$ cat src/rtl/instr_prefetch_queue.sv
`timescale 1ns/1ps
`default_nettype none
// ============================================================================
// instr_prefetch_queue : fetch PC owner, one-outstanding imem requester, PC-tagged FIFO to decode
// Revision 1.0
// ============================================================================
module instr_prefetch_queue #(
  parameter int                ADDR_W   = 8,
  parameter int                INSTR_W  = 16,
  parameter int                DEPTH    = 4,
  parameter logic [ADDR_W-1:0] RESET_PC = '0
) (
  input  logic                       clk,
  input  logic                       reset,
  input  logic                       redirect,
  input  logic [ADDR_W-1:0]          redirect_addr,
  output logic                       mem_req,
  output logic [ADDR_W-1:0]          mem_addr,
  input  logic                       mem_ack,
  input  logic [INSTR_W-1:0]         mem_rdata,
  output logic                       out_valid,
  input  logic                       out_ready,
  output logic [INSTR_W-1:0]         out_instr,
  output logic [ADDR_W-1:0]          out_pc,
  output logic [$clog2(DEPTH):0]     occupancy
);

  localparam int PTR_W = $clog2(DEPTH);
  localparam int CNT_W = PTR_W + 1;

  typedef enum logic [1:0] {
    IDLE    = 2'd0,
    REQ     = 2'd1,
    DISCARD = 2'd2
  } state_t;

  state_t             state, state_next;
  logic [ADDR_W-1:0]  pc, pc_next;
  logic [ADDR_W-1:0]  pending_pc, pending_next;
  logic [PTR_W-1:0]   rd_ptr, wr_ptr;
  logic [CNT_W-1:0]   count, count_after;
  logic [INSTR_W-1:0] instr_q [DEPTH];
  logic [ADDR_W-1:0]  pc_q    [DEPTH];
  logic               push, pop;

  assign pop         = (count != '0) && out_ready && !redirect;
  assign count_after = count + CNT_W'(1) - CNT_W'(pop);

  always_comb begin
    state_next   = state;
    pc_next      = pc;
    pending_next = pending_pc;
    push         = 1'b0;
    case (state)
      IDLE: begin
        if (redirect)
          pc_next = redirect_addr;
        else if (count < CNT_W'(DEPTH))
          state_next = REQ;
      end
      REQ: begin
        if (redirect) begin
          if (mem_ack) begin
            pc_next    = redirect_addr;
            state_next = IDLE;
          end else begin
            // pc keeps driving the open request; the new target waits aside
            pending_next = redirect_addr;
            state_next   = DISCARD;
          end
        end else if (mem_ack) begin
          push    = 1'b1;
          pc_next = pc + ADDR_W'(1);
          if (count_after >= CNT_W'(DEPTH))
            state_next = IDLE;
        end
      end
      DISCARD: begin
        if (redirect)
          pending_next = redirect_addr;
        if (mem_ack) begin
          state_next = IDLE;
          pc_next    = redirect ? redirect_addr : pending_pc;
        end
      end
      default: state_next = IDLE;
    endcase
  end

  always_ff @(posedge clk) begin
    if (reset) begin
      state      <= IDLE;
      pc         <= RESET_PC;
      pending_pc <= RESET_PC;
      rd_ptr     <= '0;
      wr_ptr     <= '0;
      count      <= '0;
    end else begin
      state      <= state_next;
      pc         <= pc_next;
      pending_pc <= pending_next;
      if (redirect) begin
        rd_ptr <= '0;
        wr_ptr <= '0;
        count  <= '0;
      end else begin
        if (push) wr_ptr <= wr_ptr + PTR_W'(1);
        if (pop)  rd_ptr <= rd_ptr + PTR_W'(1);
        count <= count + CNT_W'(push) - CNT_W'(pop);
      end
    end
  end

  always_ff @(posedge clk) begin
    if (push) begin
      instr_q[wr_ptr] <= mem_rdata;
      pc_q[wr_ptr]    <= pc;
    end
  end

  assign mem_req   = (state != IDLE);
  assign mem_addr  = pc;
  assign out_valid = (count != '0);
  assign out_instr = instr_q[rd_ptr];
  assign out_pc    = pc_q[rd_ptr];
  assign occupancy = count;

endmodule
`default_nettype wire

$ cat config.mk
export PLATFORM = sky130hd
export DESIGN_NAME = instr_prefetch_queue
export DESIGN_NICKNAME = d
export VERILOG_FILES = /design/src/rtl/instr_prefetch_queue.sv
export SDC_FILE = /design/constraint.sdc
export NUM_CORES = 1
export LEC_CHECK = 0
export ABC_AREA = 1
export CAP_MARGIN = 20
export CORE_MARGIN = 5
export CORE_UTILIZATION = 63
export CTS_BUF_LIST = sky130_fd_sc_hd__clkbuf_4 sky130_fd_sc_hd__clkbuf_8 sky130_fd_sc_hd__clkbuf_16
export CTS_CLUSTER_SIZE = 40
export DETAILED_ROUTE_END_ITERATION = 10
export DONT_BUFFER_PORTS = 1
export PLACE_DENSITY = 0.85
export SYNTH_ARGS = -nofsm -noshare
export SYNTH_HDL_FRONTEND = slang
export SYNTH_SLANG_ARGS = --single-unit
$ cat constraint.sdc
create_clock -name clk -period 3.5 [get_ports clk]
set_input_delay 0 -clock clk [delete_from_list [all_inputs] [get_ports clk]]
set_output_delay 0 -clock clk [all_outputs]
set_load 0.02 [all_outputs]
==> Word-level counts from Yosys, hierarchy flattened <==
Memory sizes are Yosys's and may differ from the RTL's. A register that Yosys moved wholly into a read port is not among the register bits.
Index checks and enable logic that the tools add are counted.
{ "word_totals": {"ramBits": 96, "regBits": 25, "out_inout_bits": 37, "in_bits": 29, "memories": 2, "elab_cells": 67} }
{ "memory_table": {"columns": ["name", "depth", "width", "read_ports", "rd_clocked_by_memory_dff", "write_ports", "line_no", "rtl"], "rows": [
  ["instr_q", 4, 16, 1, 1, 1, "42", "logic [INSTR_W-1:0] instr_q [DEPTH];"],
  ["pc_q", 4, 8, 1, 1, 1, "43", "logic [ADDR_W-1:0] pc_q [DEPTH];"]
]} }
{ "classes": {"order_cmp": 2, "eq_ne": 11, "n_reduce_logical": 12, "add_sub_neg": 7, "n_mux": 27} }
{ "ops": {"columns": ["cell", "count"], "rows": [
  ["2-to-1 mux 8 bit", 8],
  ["one-hot mux 8 bit (3 select lines)", 1],
  ["2-to-1 mux 2 bit", 11],
  ["one-hot mux 8 bit (2 select lines)", 1],
  ["inequality test 2 bit, second input constant", 7],
  ["adder 8 x 1 -> 8 bit, second input constant", 1],
  ["inequality test 3 bit, second input constant", 2],
  ["one-hot mux 2 bit (3 select lines)", 1],
  ["nonzero test 3 bit", 2],
  ["subtractor 3 x 1 -> 3 bit", 2],
  ["2-to-1 mux 1 bit", 5],
  ["AND reduction 5 bit", 1],
  ["adder 2 x 1 -> 2 bit, second input constant", 2],
  ["AND reduction 4 bit", 1],
  ["nonzero test 2 bit", 2],
  ["adder 3 x 1 -> 3 bit", 1],
  ["adder 3 x 1 -> 3 bit, second input constant", 1],
  [">= comparator 3 bit, second input constant", 1],
  ["< comparator 3 bit, second input constant", 1],
  ["AND reduction 3 bit", 1],
  ["equality test 2 x 1 -> 1 bit, second input constant", 1],
  ["equality test 2 bit, second input constant", 1],
  ["logical AND 1 bit", 2],
  ["zero test 2 bit", 1],
  ["other kinds (2)", 2]
]} }

==> Longest topological paths before layout <==
Gate-level depths: netlist (run 1).
{ "depth": {"word_depth": 9, "mapped_depth": 12, "ltp_nobuf": 12} }

==> Worst setup path after synthesis (run 1) <==
OpenSTA, ideal clock, no wires.
{ "synth_timing": {"path_type": "register to register", "start": "register state[1]", "end": "memory instr_q[0][0] (enable)", "synth_period_minus_slack_ns": 2.487, "stages_incl_launch_ff": 7, "path_slack_ns": 1.013, "n_path_buf": 0, "arrival_time_ns": 2.082, "setup_time_ns": 0.405, "required_ns": 3.095, "cell_sequence": "dfxtp_1 > inv_1 > ha_1 > inv_2 > nor2_1 > nand2_1 > nor2_1"} }
{ "synth_between": {"elab_chain_cells": 4} }
{ "synth_lines": {"columns": ["element", "line_no", "rtl"], "rows": [
  ["start, declared", "37", "state_t state, state_next;"],
  ["start signal, assigned", "99", "state <= state_next;"],
  ["equality test 2 x 1 -> 1 bit", "54", "case (state)"],
  ["2-to-1 mux 1 bit", "54", null],
  ["2-to-1 mux 1 bit", "115", "if (push) begin"],
  ["2-to-1 mux 1 bit (not written as such)", "116", "instr_q[wr_ptr] <= mem_rdata;"],
  ["end, declared", "42", null]
]} }
No other way between the ends.

==> Worst setup path in the final report (run 1) <==
{ "layout_timing": {"start": "register state[0]", "end": "register pc[7] (netlist: mem_addr[7])"} }
{ "layout_between": {"elab_chain_cells": 3, "word_cells_on_any_way": 9, "cone_classes": "eq/ne: 5; mux: 1; reduce/logical: 3"} }
{ "layout_lines": {"columns": ["element", "line_no", "rtl"], "rows": [
  ["equality test 2 x 1 -> 1 bit, or another cell as far along", "54", null],
  ["inequality test 2 bit (no source line) or nonzero test 3 bit (tied branches)", null, null],
  ["AND reduction 4 bit (no source line)", null, null],
  ["end signal, assigned", "100", "pc <= pc_next;"],
  ["end, declared", "38", "logic [ADDR_W-1:0] pc, pc_next;"]
]} }
Parallel ways exist; a longest one is shown, timed or not.
A chain may end at the register's enable or synchronous reset.

==> reports/qor.txt, run 1 <==
Commonest non-fill, non-tap cell in the layout - edfxtp_1
GRT met3 Usage - 8.747%
Syn Nets - 535
CP Capture Type - flop
Number of core rows - 33
RSZ-0062 raised after global routing - no
Synthesized flop and latch total - 123
Post-Route WL - 12790 um
Leakage - 2.279 nW
CP Max Fanout - 15
Synth cell types - 30
Final setup vio count - 0
Clk buf depth - 2
Global Route met2 Usage - 46.68%
Gr busiest metal - met2
I/O pin count - 66
Asr flop ratio synth - 0%
EDFF count, synth - 96
Area Growth Syn to Fin - 20.83%
Crit path kind - flop to flop
Critical Path RT - 3960 ps
Gpl congestion - 0.9258
Hold_ws - 66.77 ps
Setup ws final - 317.7 ps
Vias per Instance - 5.939
WHS Endpoint - pending_pc[3]
Slew margin rel. - 34.40%
TritonCTS Buffers - 17
CTS tree - yes
Nets - 575
Power per cell area - 617.3 nW/um^2
Die outline height - 101.5 um
Clock root buffer - clkbuf_8
GR Overflow Total - 0
Initial antenna violation count - 0
DRC Markers - 0
Per-cell routed wire length - 19.61 um
Critical R2R Launch - state[0]
First-pass GRT wire length - 20070 um
Core area - 8175 um^2
DP Worst Slack - 727.1 ps
Initial DRC count - 261
Vias in the first global route - 3958
GRT Util Overall - 26.15%
WP data arrival - 3650 ps
Cts repair resizes - 0
Via count - 3872
R2R depth - 12
Crit path launch type - flop
Die area - 10290 um^2
Final hold violation count - 0
Pin count of the biggest net entering global routing - 49
Tcrit/Tclk final - 90.92%
Post-synthesis area per instance - 10.67 um^2
GR met1 Demand/Resource - 29.59%
Clock insertion delay at the later pin of the skew report - 530 ps
Post-route setup TNS - 0 ps
Ratio of cells with drive above 1 in the final layout - 11.33%
Min Tclk post-route - 3182 ps
Clock sink count - 123
Worst slew pin tran - 982.9 ps
Antenna viol nets, final - 0
Area contributors post-synth - edfxtp_1 55%, dfxtp_1 10%, o21ai_0 6.4%
Max_cap viols - 0
Register area share after synthesis - 64.97%
Antenna cells - 0
FF-to-FF End - mem_addr[7]
Synthesis Warnings - 0
I/O Buffers - 0
Commonest cells after routing, fill and taps aside - 96 x edfxtp_1, 72 x nor2_1, 67 x o21ai_0
Hold WC Path Type - input pin to flop
Slew Limit Fails - 0
Hpwl dp - 7102 um
Synthesized netlist cell count - 494
Die width - 101.5 um
Initial Util - 64.45%
H-tree Lvls - 4
Worst Skew - 5.992 ps
Synth Flop Type - edfxtp_1
Hold Crit Depth - 5
Outcome - completed
Cell area after synthesis - 5269 um^2
Share of the synthesized area in the top cell type - 54.71%
Clock transition at path regs - 60 ps
Fmax achieved - 314.2 MHz
VDD IR-drop max - 0.4088 mV
Flop2flop setup slack - 320 ps
Hold Path Origin - redirect
DRT Pass-1 Iters - 5
Synth area leader - edfxtp_1
## timing repair
item	CTS	global route
setup endpoints to repair	0	0
endpoints found under the hold margin	91	0
hold buffers	38	0
buffers inserted	0	0
## final cells by class
cell class	count	area [um^2]
clock inverters	14	217.7
clock buffers	18	421.7
inverters	32	120.1
multi-input cells	316	1627
flip-flops and latches	123	3423
repair buffers	44	425.4
well taps	105	131.4
fillers	487	1809
## worst max path at each step
| stage | startpoint | endpoint | slack (ps) |
|---|---|---|---|
| floorplan | state[1] | instr_q[0][0] | 1010 |
| global placement | state[1] | occupancy[2] | 890 |
| detailed placement | state[1] | occupancy[2] | 730 |
| CTS | state[0] | mem_addr[7] | 450 |
| global route | state[0] | mem_addr[7] | 170 |
| finish | state[0] | mem_addr[7] | 320 |
## state kept, by name, indices dropped and copies added (netlist names), named ones only
signal	cells
pc_q	32
rd_ptr	2
instr_q	64
state	2
wr_ptr	2
pending_pc	8
occupancy	3
mem_addr	8
## power by group
part	leakage, nW	internal, mW	switching, mW
logic	0.881	0.131	0.202
clock network	0.307	1.24	0.638
registers	1.09	1.63	0.0853
total	2.28	3.00	0.926
## worst max-delay path, cell delays in order, from the launching register on
cell and delay (ps):
dfxtp_1 390, inv_1 100, ha_1 310, inv_2 240, nor2_1 90, or2_4 240
nor2_4 170, inv_2 140, nor2_1 110, nand2_1 60, dlygate4sd3_1 560, a21oi_1 130
dlygate4sd3_1 570
## through the flow
stage                     area, um^2  instances  util, %  total power [mW]
after floorplan                 5269        494        -             1.941
after global placement          5346        582    65.40             1.981
after detailed placement        5346        582    65.40             1.992
after CTS                       6366        652    77.87             3.926
after global routing            6366        652    77.87             4.069
final                           6366        652    77.87             3.930
## cell families after synthesis
kind of cell               synth area share (%)
adders and majority gates                 2.992
buffers and inverters                     4.346
DFF                                       64.97
AOI/OAI and AO/OA                         14.44
and+or+nand+nor                           12.75
xor gates and xnor gates                 0.4988
## Yosys cell counts (all sizes together) (3+ instances only)
cell type	count
or2	3
dfxtp	27
o22ai	25
o21ai	70
a31oi	3
clkbuf	17
nand2	65
buf	6
edfxtp	96
inv	32
ha	11
nor2	81
a21oi	34
nand3	13
## layer usage
layer,vias up,wire [um]
met5,-,0
li1,1832,-
met1,1840,4755
met3,23,958
met2,177,6870
met4,0,203
Power figures use the tool's default switching activity.
==> run 2, diff against run 1 <==
--- a/config.mk
+++ b/config.mk
@@ -8,12 +8,12 @@
 export ABC_AREA = 1
 export CAP_MARGIN = 20
 export CORE_MARGIN = 5
-export CORE_UTILIZATION = 63
+export CORE_UTILIZATION = 33
 export CTS_BUF_LIST = sky130_fd_sc_hd__clkbuf_4 sky130_fd_sc_hd__clkbuf_8 sky130_fd_sc_hd__clkbuf_16
 export CTS_CLUSTER_SIZE = 40
 export DETAILED_ROUTE_END_ITERATION = 10
 export DONT_BUFFER_PORTS = 1
-export PLACE_DENSITY = 0.85
+export PLACE_DENSITY = 0.53
 export SYNTH_ARGS = -nofsm -noshare
 export SYNTH_HDL_FRONTEND = slang
 export SYNTH_SLANG_ARGS = --single-unit
==> run 2 against run 1 <==
Hold slack worse by 55 ps. Clock-buffer cell count unchanged. Worst setup slack better by 400 ps. Non-clock buffer count down 4. Die area up 81%. Core utilization down 37 points. Via count down 5.3%. Sequential share of layout area down 0.55 points. Register-to-register slack better by 400 ps. Largest power group unchanged. Highest routed layer unchanged.
==> reports/qor.txt, run 2 (synthesis results as in run 1) <==
Slew margin rel. - 40.12%
Per-cell routed wire length - 15.75 um
Initial antenna violation count - 0
Clk buf depth - 2
Clock sink count - 123
Hpwl dp - 7320 um
Hold WC Path Type - input pin to flop
CTS tree - yes
Ratio of cells with drive above 1 in the final layout - 11.23%
Hold Path Origin - mem_ack
Antenna viol nets, final - 0
Leakage - 2.254 nW
Antenna cells - 0
Clock transition at path regs - 60 ps
Die area - 18590 um^2
Gpl congestion - 0.8204
Cts repair resizes - 0
Worst Skew - 10.12 ps
Hold Crit Depth - 4
Power per cell area - 593.3 nW/um^2
Nets - 571
Top reg by flops - instr_q
Vias per Instance - 4.829
Final hold violation count - 0
Initial Util - 33.41%
Critical Path RT - 3790 ps
GR Overflow Total - 0
Via count - 3665
TritonCTS Buffers - 17
H-tree Lvls - 4
# fillers - 1565
Outcome - completed
Vias in the first global route - 3546
Max reg flops - 64
CP Max Fanout - 9
Initial DRC count - 175
CP Capture Type - flop
Worst slew pin tran - 897.2 ps
Max_cap viols - 0
Number of core rows - 46
Top Registers - instr_q: 64 flops, pc_q: 32 flops
I/O pin count - 66
DRC Markers - 0
Crit path launch type - flop
Final setup vio count - 0
Clock root buffer - clkbuf_16
Final Core Density - 40.79%
R2R depth - 12
Pin count of the biggest net entering global routing - 49
Area Growth Syn to Fin - 22.09%
Multi-input gate area - 1627 um^2
I/O Buffers - 0
Clock Power Share - 46.9%
DRT Pass-1 Iters - 4
WHS Endpoint - state[0]
Register Area - 3423 um^2
Inst Count DP - 694
Crit path kind - flop to flop
Die width - 136.4 um
Sw Share - 22.93%
FF-to-FF End - occupancy[2]
Post-route setup TNS - 0 ps
Commonest cells after routing, fill and taps aside - 96 x edfxtp_1, 72 x nor2_1, 67 x o21ai_0
Core area - 15770 um^2
Internal power - 2.942 mW
Combinational Power Share - 8.1%
Slew Limit Fails - 0
WP data arrival - 3070 ps
Flop pwr share - 45.0%
VDD IR-drop max - 0.3347 mV
GRT Util Overall - 13.07%
Clock insertion delay at the later pin of the skew report - 400 ps
First-pass GRT wire length - 18630 um
Commonest non-fill, non-tap cell in the layout - edfxtp_1
Die outline height - 136.4 um
Tcrit/Tclk final - 79.43%
Critical R2R Launch - state[1]
Flop2flop setup slack - 720 ps
Min Tclk post-route - 2780 ps
Fmax achieved - 359.7 MHz
RSZ-0062 raised after global routing - no
Sw power - 0.8750 mW
Post-Layout Cell Count - 759
Post-Route WL - 11950 um
run 2: stage by stage:
| step | power (mW) | setup WS [ps] | hold WS [ps] | cell area, um^2 |
|---|---|---|---|---|
| finish | 3.817 | 720.0 | 11.30 | 6432 |
| global route | 3.962 | 538.8 | 29.94 | 6432 |
| CTS | 3.850 | 711.7 | 1.294 | 6432 |
| detailed placement | 2.001 | 732.3 | 68.19 | 5493 |
| global placement | 1.996 | 866.7 | 67.98 | 5493 |
| floorplan | 1.941 | 1013 | 98.87 | 5269 |
run 2: metal layers:
metal  vias up  global-route usage (%)  part of all wire [%]
met1      1756                   15.78                    44
met5         -                       0                     0
li1       1812                       -                     -
met4         0                   3.247                  0.44
met2        93                   22.04                    49
met3         4                   4.996                   6.7
run 2: area by class of cell:
type                       count  area share (%)
sequential                   123           53.22
clock buffer                  18           6.730
multi-input combinational    316           25.29
timing repair buffer          40           5.952
tap                          216           4.202
inverter                      32           1.867
clock inverter                14           2.743
run 2: worst max-delay path by stage:
stage / from / to / slack, ps
after CTS: state[1] / occupancy[2] / 710
after detailed placement: state[1] / occupancy[2] / 730
after global placement: state[1] / occupancy[2] / 870
after global routing: state[1] / occupancy[2] / 540
after floorplan: state[1] / instr_q[0][0] / 1010
final: state[1] / occupancy[2] / 720
run 2: power groups by stage:
stage / sequential, mW / combinational (mW) / clock, mW
2_1_floorplan: 1.72 / 0.221 / 0
3_3_place_gp: 1.75 / 0.249 / 0
3_5_place_dp: 1.75 / 0.252 / 0
4_1_cts: 1.72 / 0.310 / 1.82
5_1_grt: 1.73 / 0.347 / 1.89
6_report: 1.72 / 0.309 / 1.79
run 2: worst max-delay path, cell delays in order, from the launching register on:
cell     delay (ps)
dfxtp_1         340
inv_1            90
ha_1            310
inv_2           100
nor2_1          200
nand2_1         270
ha_1            370
inv_1            40
ha_1            180
fa_1            370
xnor2_1         180
xor2_1          180
nor2_1           50
run 2: repair_timing:
action                                 in CTS  in global routing
setup endpoints to repair                   0                  0
hold buffers                               33                  0
endpoints found under the hold margin      91                  0
buffers inserted                            0                  0
